<file path="config.mk">
export PLATFORM = sky130hd
export DESIGN_NAME = ex_hazard_ctrl
export DESIGN_NICKNAME = d
export VERILOG_FILES = /design/src/rtl/ex_hazard_ctrl.sv
export SDC_FILE = /design/constraint.sdc
export NUM_CORES = 1
export LEC_CHECK = 0
export CORE_ASPECT_RATIO = 0.6
export CORE_UTILIZATION = 44
export CTS_CLUSTER_DIAMETER = 80
export CTS_CLUSTER_SIZE = 25
export DETAILED_ROUTE_END_ITERATION = 8
export PLACE_DENSITY_LB_ADDON = 0.12
export RECOVER_POWER = 25
export SLEW_MARGIN = 25
export SYNTH_ARGS = -nofsm -noshare
export SYNTH_HDL_FRONTEND = slang
export SYNTH_SLANG_ARGS = --single-unit
</file>
<file path="constraint.sdc">
create_clock -name clk -period 2.5 [get_ports clk]
set_input_delay 0.625 -clock clk [delete_from_list [all_inputs] [get_ports clk]]
set_output_delay 0.625 -clock clk [all_outputs]
set_load 0.05 [all_outputs]
</file>
<file path="src/rtl/ex_hazard_ctrl.sv">
// ex_hazard_ctrl: hazard and forwarding controller for the 5-stage RV32 pipeline.
// Tracks destination-register info for EX/MEM/WB in a shadow pipeline. It
// produces registered EX operand forward selects, load-use stalls and
// taken-branch flushes.
// Optional feature: `define HAZARD_FWD_EN enables operand forwarding. When it
// is undefined, every RAW hazard against an EX or MEM producer is resolved by
// stalling, and the forward selects are tied to 00.

// Per-source-operand hazard detect: flags a match against the EX / MEM producer.
module ex_hazard_src #(
  parameter int REG_SEL = 5
) (
  input  logic               use_rs,
  input  logic [REG_SEL-1:0] rs,
  input  logic               ex_prod,
  input  logic [REG_SEL-1:0] ex_rd,
  input  logic               mem_prod,
  input  logic [REG_SEL-1:0] mem_rd,
  output logic               hit_ex,
  output logic               hit_mem
);
  // Producers are already qualified as valid & wr & rd!=0, so x0 never hits.
  assign hit_ex  = use_rs & ex_prod  & (rs == ex_rd);
  assign hit_mem = use_rs & mem_prod & (rs == mem_rd);
endmodule

module ex_hazard_ctrl #(
  parameter int NUM_REGS  = 32,
  parameter int REG_SEL   = $clog2(NUM_REGS),
  parameter int CNT_WIDTH = 32
) (
  input  logic                 clk,
  input  logic                 rst,
  input  logic                 id_valid,
  input  logic [REG_SEL-1:0]   id_rs1,
  input  logic [REG_SEL-1:0]   id_rs2,
  input  logic                 id_use_rs1,
  input  logic                 id_use_rs2,
  input  logic [REG_SEL-1:0]   id_rd,
  input  logic                 id_reg_write,
  input  logic                 id_mem_read,
  input  logic                 ex_branch_taken,
  output logic [1:0]           sel_forward1,
  output logic [1:0]           sel_forward2,
  output logic                 stall,
  output logic                 flush_if_id,
  output logic                 flush_id_ex,
  output logic [CNT_WIDTH-1:0] stall_count
);
  localparam int STAGES  = 2;
  localparam int NUM_SRC = 2;

  typedef struct packed {
    logic [REG_SEL-1:0] rd;
    logic               wr;
    logic               ld;
  } ex_info_t;

  typedef struct packed {
    logic [REG_SEL-1:0] rd;
    logic               wr;
  } mem_info_t;

  // vld_pipe[0]=EX, [1]=MEM, [2]=WB. WB only needs its valid bit: the regfile
  // is write-through, so a WB producer never has to be forwarded.
  logic [STAGES:0]                  vld_pipe;
  ex_info_t                         ex_q;
  mem_info_t                        mem_q;
  logic                             ex_prod, mem_prod;
  logic                             ex_load, raw_stall;
  logic [NUM_SRC-1:0]               src_use, hit_ex, hit_mem;
  logic [NUM_SRC-1:0][REG_SEL-1:0]  src_idx;

  assign src_use  = {id_use_rs2, id_use_rs1};
  assign src_idx  = {id_rs2, id_rs1};
  assign ex_prod  = vld_pipe[0] & ex_q.wr  & (ex_q.rd  != '0);
  assign mem_prod = vld_pipe[1] & mem_q.wr & (mem_q.rd != '0);

  for (genvar i = 0; i < NUM_SRC; i++) begin : g_src
    ex_hazard_src #(.REG_SEL(REG_SEL)) u_src (
      .use_rs   (src_use[i]),
      .rs       (src_idx[i]),
      .ex_prod  (ex_prod),
      .ex_rd    (ex_q.rd),
      .mem_prod (mem_prod),
      .mem_rd   (mem_q.rd),
      .hit_ex   (hit_ex[i]),
      .hit_mem  (hit_mem[i])
    );
  end

`ifdef HAZARD_FWD_EN
  logic [NUM_SRC-1:0][1:0] sel_d, sel_q;

  // Forward select for the instruction now in ID; youngest producer wins.
  always_comb begin
    sel_d = '0;
    for (int i = 0; i < NUM_SRC; i++) begin
      if (hit_ex[i])       sel_d[i] = 2'b01;
      else if (hit_mem[i]) sel_d[i] = 2'b10;
    end
  end

  // Register selects so they line up with the instruction once it sits in EX.
  always_ff @(posedge clk) begin
    if (rst)          sel_q <= '0;
    else if (ex_load) sel_q <= sel_d;
    else              sel_q <= '0;
  end

  assign sel_forward1 = sel_q[0];
  assign sel_forward2 = sel_q[1];
  // Only a load in EX cannot be forwarded in time.
  assign raw_stall    = ex_q.ld & (|hit_ex);
`else
  assign sel_forward1 = 2'b00;
  assign sel_forward2 = 2'b00;
  // No bypass paths: wait until every producer has reached WB.
  assign raw_stall    = (|hit_ex) | (|hit_mem);
`endif

  // A taken branch in EX overrides any stall; flushes need a live pipeline.
  assign stall       = id_valid & ~ex_branch_taken & raw_stall;
  assign flush_if_id = ex_branch_taken & (|vld_pipe);
  assign flush_id_ex = ex_branch_taken & (|vld_pipe);
  assign ex_load     = id_valid & ~stall & ~ex_branch_taken;

  // Shadow pipeline: ID info enters EX unless stalled or flushed (bubble).
  always_ff @(posedge clk) begin
    if (rst) begin
      vld_pipe <= '0;
      ex_q     <= '0;
      mem_q    <= '0;
    end else begin
      vld_pipe <= {vld_pipe[STAGES-1:0], ex_load};
      mem_q    <= '{rd: ex_q.rd, wr: ex_q.wr};
      if (ex_load) ex_q <= '{rd: id_rd, wr: id_reg_write, ld: id_mem_read};
      else         ex_q <= '0;
    end
  end

  // Stall performance counter; wraps naturally.
  always_ff @(posedge clk) begin
    if (rst)        stall_count <= '0;
    else if (stall) stall_count <= stall_count + CNT_WIDTH'(1);
  end
endmodule

</file>
==> impl_metrics.env, run 1 <==
export IMPL_die_x_um=98.78
export IMPL_intPower_mw=1.213
export IMPL_core_area_sq_um=5230
export IMPL_postLayoutCoreUtil=0.6433
export IMPL_row_count=20
export IMPL_dieArea_sq_um=5933
export IMPL_clk_latency_ns=0.30
export IMPL_post_dp_cell_area_sq_um=3167
export IMPL_yosysTopAreaCell="dfxtp_1"
export IMPL_drc=0
export IMPL_ir_drop_mv=0.2751
export IMPL_synth_most_common_cell="dfxtp_1"
export IMPL_ys_top_cells_by_area="dfxtp_1 38%, o31ai_1 8.5%, or4_1 8.5%, xnor2_1 7.1%, a21oi_1 6.3%"
export IMPL_pre_cts_ws_ns=-0.3404
export IMPL_gp_congestion=0.7984
export IMPL_met3_usage=0.04678
export IMPL_clockBufferDepth=2
export IMPL_synth_cell_type_count=41
export IMPL_diodes=0
export IMPL_fin_area_sq_um=3364
export IMPL_max_stage_delay_ns=0.39
export IMPL_antenna_found_initial=0
export IMPL_min_period_ns=2.455
export IMPL_wire_per_inst_um=15.06
export IMPL_synth_seq_area_share=0.3806
export IMPL_cp_start_kind="flip-flop"
export IMPL_netlist_area_sq_um=2472
export IMPL_critical_path_class="flip-flop to primary output"
export IMPL_pwr_share_clk=0.426
export IMPL_slew_violations=0
export IMPL_hp_start="ex_q[1]"
export IMPL_tritoncts="yes"
export IMPL_finalSetupViolCount=0
export IMPL_crit_fanout=4
export IMPL_crit_family="compound AO/OA/AOI/OAI gates"
export IMPL_period_share=0.9821
export IMPL_hp_class="flip-flop to flip-flop"
export IMPL_totalWireLength_mm=6.161
export IMPL_rsz0062_at_grt="yes"
export IMPL_yosys_warnings=0
export IMPL_use_met2=0.3267
export IMPL_drtPass1Iterations=4
export IMPL_drt_iter0_markers=150
export IMPL_stdcell_count=409
export IMPL_numPlacedInstances=399
export IMPL_max_freq_mhz=407.3
export IMPL_initial_utilization=0.4727
export IMPL_drive_gt1_frac=0.1545
export IMPL_ys_flop_type="dfxtp_1"
export IMPL_p_leak_nw=1.095
export IMPL_slew_headroom=0.1834
export IMPL_grt_pass1_wl_mm=10.40
export IMPL_max_slew_worst_pin_slew_ns=1.225
export IMPL_grt_pass1_vias=2125
export IMPL_die_y_um=60.07
export IMPL_cp_end_kind="primary output"
export IMPL_area_delta_synth_final_pct=36.08
export IMPL_async_flop_share=0
export IMPL_hold_slack_ns=0.4891
export IMPL_p_sw_mw=0.3437
export IMPL_synth_seq_cells=47
export IMPL_synth_edff_count=0
export IMPL_crit_chain="or3_4 -> o311a_1 -> a22oi_2 -> nor2_4 -> buf_12"
export IMPL_port_buffers=56
export IMPL_timing_rr_start="ex_q[2]"
export IMPL_grt_met1_usage=0.3439
export IMPL_synthTopCellsByCount="47 x dfxtp_1, 31 x a21oi_1, 28 x o31ai_1, 28 x or4_1, 20 x xnor2_1"
export IMPL_worst_slack_ns=0.04486
export IMPL_final_nets=366
export IMPL_power_frac_comb=0.087
export IMPL_drv_cap=0
export IMPL_clk_pin_slew_ns=0.09
export IMPL_cpMaxStageDelayCell="or3_4"
export IMPL_power_density_nw_per_um2=462.8
export IMPL_pwr_share_seq=0.488
export IMPL_gr_total_overflow=0
export IMPL_grt_start_max_net_pins=27
export IMPL_cp_startpoint="ex_q[2]"
export IMPL_grt_busiest_layer="met1"
export IMPL_path_buf_inv=1
export IMPL_avgViaCountPerCell=5.878
export IMPL_clock_sinks=47
export IMPL_cp_required_ns=1.88
export IMPL_root_buffer="clkbuf_8"
export IMPL_cts_buffers=5
export IMPL_avgSynthCellArea_sq_um=8.830
export IMPL_holdBufCountCts=0
export IMPL_arrival_ns=1.83
export IMPL_yosys_area_top_type_share=0.3806
export IMPL_worst_clock_skew_ns=0.008875
export IMPL_ant_nets=0
export IMPL_grt_usage=0.2269
export IMPL_vias=2404
export IMPL_swShare=0.2208
export IMPL_hold_violations=0
export IMPL_status="complete, no violations"
export IMPL_dp_hpwl_mm=4.564
export IMPL_htree_levels=2
export IMPL_syn_instance_count=280
export IMPL_io_pin_count=62
## logic make-up (layout without fill, tap and decap cells)
group	after synthesis	in the layout	synth area share
buffers and inverters	26	86	0.06022
XOR/XNOR	20	20	0.07085
AO/OA/AOI/OAI	70	70	0.1837
other	1	4	0.001517
AND/OR/NAND/NOR	115	115	0.2981
adder cells (fa/ha/maj)	1	1	0.005060
flip-flops	47	47	0.3806
## repair_timing
| item | in CTS | in global routing |
|---|---|---|
| gates cloned | 0 | 0 |
| pin swaps | 5 | 3 |
| setup buffers | 1 | 1 |
| setup endpoints to repair | 12 | 1 |
| hold endpoints to repair | 0 | 0 |
| resized for setup | 15 | 8 |
## through the flow
stage / power [mW] / setup TNS [ns]
finish: 1.557 / 0
global route: 1.611 / -0.002466
CTS: 1.562 / 0
detailed placement: 0.9100 / -9.687
global placement: 0.9080 / -7.750
floorplan: 0.8518 / 0
## final cells by class
| class | count | area [sq um] |
|---|---|---|
| tap | 66 | 82.58 |
| clock buffer | 5 | 68.82 |
| inverter | 1 | 3.754 |
| clock inverter | 3 | 67.56 |
| fill | 450 | 1866 |
| sequential | 47 | 947.2 |
| timing repair buffer | 77 | 728.2 |
| multi-input combinational | 210 | 1466 |
## final timing paths
check	depth (start not counted)	end	slack, ns
worst min-delay path	1	mem_q[0]	0.49
worst max register to register	8	stall_count[1]	0.26
worst min register to register	1	mem_q[0]	0.49
worst max-delay path	5	stall	0.04
## layout by cell type (no fill, tap or decap), drive strengths merged, types with 2 or more instances in the layout
master | Yosys | routed
and4 | 2 | 2
dfxtp | 47 | 47
nand2 | 15 | 15
nor2 | 6 | 6
or3 | 6 | 6
nor2b | 9 | 9
nand4 | 16 | 16
and3 | 7 | 7
xnor2 | 20 | 20
dlygate4sd2 | 0 | 10
o31ai | 28 | 28
clkbuf | 12 | 7
or4 | 29 | 29
bufinv | 0 | 2
nand3 | 10 | 10
or4b | 2 | 2
a21oi | 31 | 31
o22ai | 2 | 2
nor3b | 2 | 2
o41ai | 2 | 2
o311a | 2 | 2
clkdlybuf4s50 | 0 | 42
and2 | 8 | 8
conb | 1 | 4
buf | 12 | 22
## registers in the layout, indices dropped and copies added (netlist names)
| register | flops |
|---|---|
| mem_q | 6 |
| ex_q | 6 |
| stall_count | 32 |
| vld_pipe | 3 |
## layer usage
metal / vias to the layer above / share of wire
met2: 83 / 0.41
met1: 1127 / 0.52
li1: 1188 / -
met3: 6 / 0.065
met5: - / 0
met4: 0 / 0.0068
## power by group through the flow
stage / Sequential, mW / Clock (mW) / Combinational, mW
2_1_floorplan: 0.775 / 0 / 0.0767
3_3_place_gp: 0.777 / 0 / 0.131
3_5_place_dp: 0.777 / 0 / 0.133
4_1_cts: 0.760 / 0.672 / 0.131
5_1_grt: 0.760 / 0.706 / 0.144
6_report: 0.759 / 0.663 / 0.135
No activity file was read; power rests on OpenSTA's default activity.
==> inputs of run 2 (changes only) <==
ABC_CLOCK_PERIOD_IN_PS = 2500   (was not set)
PLACE_DENSITY = 0.8   (was not set)
PLACE_DENSITY_LB_ADDON = not set   (was 0.12)
==> run 2 against run 1 <==
  * The flow now finishes with violations (setup timing)
  * Setup slack lost 0.080 ns
  * Utilization is 1.9 points lower
  * Maximum frequency is 3.1% lower
  * Final cell count fell by 0.24%
  * Via count up 0.29%
  * Die area did not move
  * Count of clock-buffer cells in the layout is the same
  * Sequential power hardly changed
  * Critical path type unchanged
  * Critical endpoint unchanged
  * Largest power group unchanged
==> impl_metrics.env, run 2 (synthesis results as in run 1) <==
export IMPL_reg2reg_slack_ns=0.13
export IMPL_cp_required_ns=1.88
export IMPL_reg2reg_to="ex_q[4]"
export IMPL_hold_slack_ns=0.4956
export IMPL_fin_area_sq_um=3266
export IMPL_area_delta_synth_final_pct=32.08
export IMPL_cp_start_kind="flip-flop"
export IMPL_status="finished with violations"
export IMPL_cp_endpoint="stall"
export IMPL_drc=0
export IMPL_power_total_mw=1.372
export IMPL_hold_violations=0
export IMPL_numPlacedInstances=396
export IMPL_tritoncts="yes"
export IMPL_postLayoutCoreUtil=0.6244
export IMPL_min_period_ns=2.535
export IMPL_die_x_um=98.78
export IMPL_htree_levels=2
export IMPL_drtPass1Iterations=5
export IMPL_antenna_found_initial=0
export IMPL_pwr_share_clk=0.359
export IMPL_stdcell_count=408
export IMPL_max_slew_worst_pin_slew_ns=0.8405
export IMPL_setup_tns_ns=-0.03482
export IMPL_rr_worst_depth=9
export IMPL_worst_slack_ns=-0.03482
export IMPL_ir_drop_mv=0.2044
export IMPL_hp_class="flip-flop to flip-flop"
export IMPL_drive_gt1_frac=0.1374
export IMPL_root_buffer="clkbuf_8"
export IMPL_period_share=1.014
export IMPL_grt_pass1_wl_mm=10.03
export IMPL_largestRegisters="stall_count x32, ex_q x6, mem_q x6"
export IMPL_clock_sinks=47
export IMPL_clk_latency_ns=0.32
export IMPL_arrival_ns=1.91
export IMPL_gp_congestion=0.8437
export IMPL_power_frac_comb=0.088
export IMPL_drt_iter0_markers=118
export IMPL_cp_startpoint="ex_q[2]"
export IMPL_dp_hpwl_mm=4.451
export IMPL_max_stage_delay_ns=0.36
export IMPL_crit_chain="or3_1 -> o311a_1 -> a22oi_2 -> buf_4 -> nor2_4 -> buf_12"
export IMPL_vias=2411
export IMPL_largest_register="stall_count"
export IMPL_swShare=0.2649
export IMPL_pre_cts_ws_ns=-0.2686
export IMPL_diodes=0
export IMPL_pwr_share_seq=0.553
export IMPL_avgViaCountPerCell=5.909
export IMPL_cp_end_kind="primary output"
export IMPL_totalWireLength_mm=6.279
export IMPL_drv_cap=0
export IMPL_initial_utilization=0.4727
export IMPL_cpMaxStageDelayCell="or3_1"
export IMPL_intPower_mw=1.009
export IMPL_p_leak_nw=1.103
export IMPL_timing_rr_start="ex_q[2]"
export IMPL_slew_headroom=0.4397
export IMPL_row_count=20
export IMPL_wire_per_inst_um=15.39
export IMPL_critical_path_class="flip-flop to primary output"
export IMPL_port_buffers=56
export IMPL_p_sw_mw=0.3635
export IMPL_cp_num_cells=6
export IMPL_most_common_layout_cells="44 x dfxtp_1, 33 x clkdlybuf4s50_1, 30 x a21oi_1"
export IMPL_power_density_nw_per_um2=420.2
export IMPL_gr_total_overflow=0
export IMPL_post_dp_cell_area_sq_um=3169
export IMPL_ant_nets=0
export IMPL_grt_usage=0.2179
export IMPL_io_pin_count=62
export IMPL_finalSetupViolCount=1
export IMPL_largest_reg_flops=32
export IMPL_die_y_um=60.07
export IMPL_worst_clock_skew_ns=0.009783
export IMPL_rsz0062_at_grt="yes"
export IMPL_fill_cells=450
export IMPL_grt_start_max_net_pins=41
export IMPL_final_common_cell="dfxtp_1"
export IMPL_crit_fanout=2
export IMPL_grt_pass1_vias=2089
export IMPL_clk_pin_slew_ns=0.10
export IMPL_dieArea_sq_um=5933
export IMPL_final_nets=365
export IMPL_failed_checks="setup timing"
export IMPL_core_area_sq_um=5230
export IMPL_cts_buffers=5
export IMPL_clockBufferDepth=2
export IMPL_crit_family="compound AO/OA/AOI/OAI gates"
export IMPL_path_buf_inv=2
export IMPL_slew_violations=0
export IMPL_holdBufCountCts=0
export IMPL_max_freq_mhz=394.5
run 2: cell types whose count changed in the layout (fill, tap and decap cells not counted), moves of 5 or more:
cell and delta:
dlygate4sd3_1 +9, clkdlybuf4s50_1 -9, xnor2_2 -5, xnor2_1 +5
run 2: how the worst min path moves through the flow:
stage                 start  endpoint  slack [ns]  depth (start not counted)
floorplan           ex_q[1]  mem_q[0]        0.44                          1
global placement    ex_q[1]  mem_q[0]        0.46                          1
detailed placement  ex_q[1]  mem_q[0]        0.48                          1
CTS                 ex_q[1]  mem_q[0]        0.49                          1
global route        ex_q[1]  mem_q[0]        0.51                          1
finish              ex_q[1]  mem_q[0]        0.50                          1
run 2: repair_timing:
item                                   in CTS  in global routing
endpoints found under the hold margin       0                  0
pin swaps                                   4                  3
setup buffers                               3                  1
setup endpoints to repair                   1                  1
resized for setup                          14                  3
run 2: worst register-to-register path: stages (launching register included):
cell,delay (ns)
dfxtp_2,0.33
or3_1,0.36
o311a_1,0.33
a22oi_2,0.22
buf_4,0.13
buf_4,0.09
buf_4,0.15
buf_12,0.17
nor3b_2,0.34
and2_1,0.18
run 2: layer usage:
| metal | routed length [um] | global-route usage |
|---|---|---|
| met1 | 3077 | 0.3214 |
| met2 | 2779 | 0.3207 |
| met3 | 370 | 0.04561 |
| met4 | 52 | 0.05970 |
| met5 | 0 | 0 |
run 2: area by class of cell:
cell class	count	area, sq um	share of cell area
Clock buffer	5	68.82	0.02107
Clock inverter	3	25.02	0.007663
Sequential cell	47	947.2	0.2900
Timing Repair Buffer	76	715.7	0.2192
Tap cell	66	82.58	0.02529
Multi-Input combinational cell	210	1423	0.4356
Inverter	1	3.754	0.001149
run 2: power groups by stage:
stage / clock, mW / combinational, mW / sequential [mW]
after floorplan: 0 / 0.0767 / 0.775
after global placement: 0 / 0.128 / 0.777
after detailed placement: 0 / 0.130 / 0.777
after CTS: 0.503 / 0.127 / 0.758
after global routing: 0.541 / 0.129 / 0.760
final: 0.493 / 0.121 / 0.759
==> inputs of run 3 (changes only) <==
ABC_AREA = 1   (was not set)
CORE_UTILIZATION = 47   (was 44)
PLACE_DENSITY = 0.81   (was 0.8)
SKIP_LAST_GASP = 1   (was not set)
==> run 3 against run 2 <==
  * The run now ends clean
  * Final area up 13%
  * Maximum frequency up 4.7%
  * Setup slack better by 0.11 ns
  * Utilization down 1.9 points
  * Global-route usage up 5.1 points
  * Sequential share of layout area down 3.6 points
  * Non-clock buffer count down 13
  * Critical path depth up 6
==> impl_metrics.env, run 3 <==
export IMPL_syn_instance_count=494
export IMPL_drv_cap=0
export IMPL_cp_required_ns=1.88
export IMPL_synth_seq_cells=47
export IMPL_max_slew_worst_pin_slew_ns=1.234
export IMPL_crit_fanout=4
export IMPL_tritoncts="yes"
export IMPL_clk_latency_ns=0.30
export IMPL_dp_hpwl_mm=6.292
export IMPL_synthTopCellsByCount="182 x nand2_1, 79 x nor2_1, 47 x dfxtp_1"
export IMPL_diodes=0
export IMPL_die_x_um=104.8
export IMPL_synth_seq_area_share=0.3158
export IMPL_avgSynthCellArea_sq_um=6.031
export IMPL_largest_reg_flops=32
export IMPL_drc=0
export IMPL_most_common_layout_cells="180 x nand2_1, 76 x nor2_1, 47 x dfxtp_1"
export IMPL_synth_edff_count=0
export IMPL_cts_setup_buffers=0
export IMPL_slew_headroom=0.1777
export IMPL_finalSetupViolCount=0
export IMPL_port_buffers=56
export IMPL_power_density_nw_per_um2=370.1
export IMPL_worst_slack_ns=0.07916
export IMPL_max_freq_mhz=413.1
export IMPL_ant_nets=0
export IMPL_grt_pass1_vias=2903
export IMPL_final_common_cell="nand2_1"
export IMPL_row_count=22
export IMPL_core_area_sq_um=6111
export IMPL_largest_register="stall_count"
export IMPL_drtPass1Iterations=5
export IMPL_grt_pass1_wl_mm=14.27
export IMPL_grt_start_max_net_pins=34
export IMPL_rsz0062_at_grt="no"
export IMPL_drt_iter0_markers=305
export IMPL_cp_end_kind="primary output"
export IMPL_hold_violations=0
export IMPL_avgViaCountPerCell=5.109
export IMPL_p_leak_nw=1.493
export IMPL_clock_sinks=47
export IMPL_async_flop_share=0
export IMPL_min_period_ns=2.421
export IMPL_totalWireLength_mm=8.388
export IMPL_drive_gt1_frac=0.07636
export IMPL_ys_top_cells_by_area="dfxtp_1 32%, nand2_1 23%, nor2_1 10%, nand3_1 7.4%, inv_1 5.2%"
export IMPL_cp_start_kind="input pin"
export IMPL_yosys_warnings=0
export IMPL_slew_violations=0
export IMPL_ys_flop_type="dfxtp_1"
export IMPL_yosysTopAreaCell="dfxtp_1"
export IMPL_netlist_area_sq_um=2979
export IMPL_vias=3239
export IMPL_clk_pin_slew_ns=0.09
export IMPL_clockBufferDepth=2
export IMPL_area_delta_synth_final_pct=24.28
export IMPL_worst_clock_skew_ns=0.003858
export IMPL_antenna_found_initial=0
export IMPL_gp_congestion=0.9241
export IMPL_htree_levels=2
export IMPL_synth_most_common_cell="nand2_1"
export IMPL_wire_per_inst_um=13.23
export IMPL_hold_slack_ns=0.4300
export IMPL_period_share=0.9683
export IMPL_grt_usage=0.2687
export IMPL_arrival_ns=1.80
export IMPL_largestRegisters="stall_count x32, ex_q x6, mem_q x6"
export IMPL_critical_path_class="input pin to primary output"
export IMPL_die_y_um=63.67
export IMPL_initial_utilization=0.4875
export IMPL_synth_cell_type_count=24
export IMPL_cts_buffers=5
export IMPL_yosys_area_top_type_share=0.3158
export IMPL_root_buffer="clkbuf_8"
export IMPL_final_nets=573
export IMPL_io_pin_count=62
export IMPL_pre_cts_ws_ns=-0.2539
export IMPL_ir_drop_mv=0.2198
export IMPL_dieArea_sq_um=6671
export IMPL_hp_class="flip-flop to flip-flop"
export IMPL_status="complete, no violations"
export IMPL_gr_total_overflow=0
## run 3: cell types whose count changed after synthesis, moves of 16 or more
cell | before | now
o31ai_1 | 28 | 0
or4_1 | 28 | 0
nand3_1 | 10 | 44
xnor2_1 | 20 | 4
nand2_1 | 15 | 182
nor2_1 | 6 | 79
inv_1 | 1 | 41
## run 3: routing by layer
| layer | part of all wire | global-route usage | wire length (um) | up-vias |
|---|---|---|---|---|
| li1 | - | - | - | 1638 |
| met1 | 0.53 | 0.4065 | 4440 | 1479 |
| met2 | 0.39 | 0.3866 | 3270 | 113 |
| met3 | 0.074 | 0.06211 | 621 | 9 |
| met4 | 0.0066 | 0.04225 | 55 | 0 |
| met5 | 0 | 0 | 0 | - |
## run 3: cells by family after synthesis
group / synth area share
AND/OR/NAND/NOR: 0.4775
buffers and inverters: 0.1025
flip-flops: 0.3158
AO/OA/AOI/OAI: 0.05460
XOR/XNOR: 0.04410
adder cells (fa/ha/maj): 0.004199
other: 0.001259
## run 3: final cells by class
cell class	instances	area [sq um]
Clock buffer	5	68.82
Clock inverter	3	23.77
Fill cell	616	2409
Inverter	45	171.4
Multi-Input combinational cell	387	1767
Sequential cell	47	940.9
Tap cell	84	105.1
Timing Repair Buffer	63	625.6
## run 3: worst max-delay path, stage by stage
cell,delay (ns)
dlygate4sd2_1,0.25
inv_1,0.05
nand2_1,0.05
nand2_1,0.08
nor2_1,0.12
nand3_1,0.12
nand2_2,0.10
nand2_2,0.08
nand2_4,0.08
nand2_4,0.05
inv_4,0.06
buf_12,0.12
## run 3: final timing paths
kind,startpoint,end,slack (ns),cells past startpoint
worst max-delay path,id_rs1[4],stall,0.08,12
worst min register to register,ex_q[1],mem_q[0],0.43,2
worst min-delay path,ex_q[1],mem_q[0],0.43,2
worst max register to register,ex_q[4],stall_count[12],0.38,11
## run 3: per-stage QoR
stage | TNS [ns] | std cells | power [mW] | cell area [sq um] | utilization
4_1_cts | 0 | 634 | 1.375 | 3696 | 0.6048
3_5_place_dp | -0.2709 | 626 | 0.9127 | 3605 | 0.5899
5_1_grt | 0 | 634 | 1.434 | 3702 | 0.6059
6_report | 0 | 634 | 1.370 | 3702 | 0.6059
2_1_floorplan | 0 | 497 | 0.8547 | 2990 | -
3_3_place_gp | -0.2485 | 626 | 0.9099 | 3605 | 0.5899
## run 3: power by group
part | internal, mW | total [mW] | leakage, nW | switching (mW)
registers | 0.754 | 0.759 | 0.379 | 0.00551
clock network | 0.200 | 0.478 | 0.0408 | 0.277
logic | 0.0498 | 0.133 | 1.07 | 0.0836
total | 1.00 | 1.37 | 1.49 | 0.366
## run 3: timing repair
item                       in CTS  in global routing
setup endpoints to repair       1                  1
pin swaps                      13                 11
hold buffers                    0                  0
gates resized for setup        19                  7
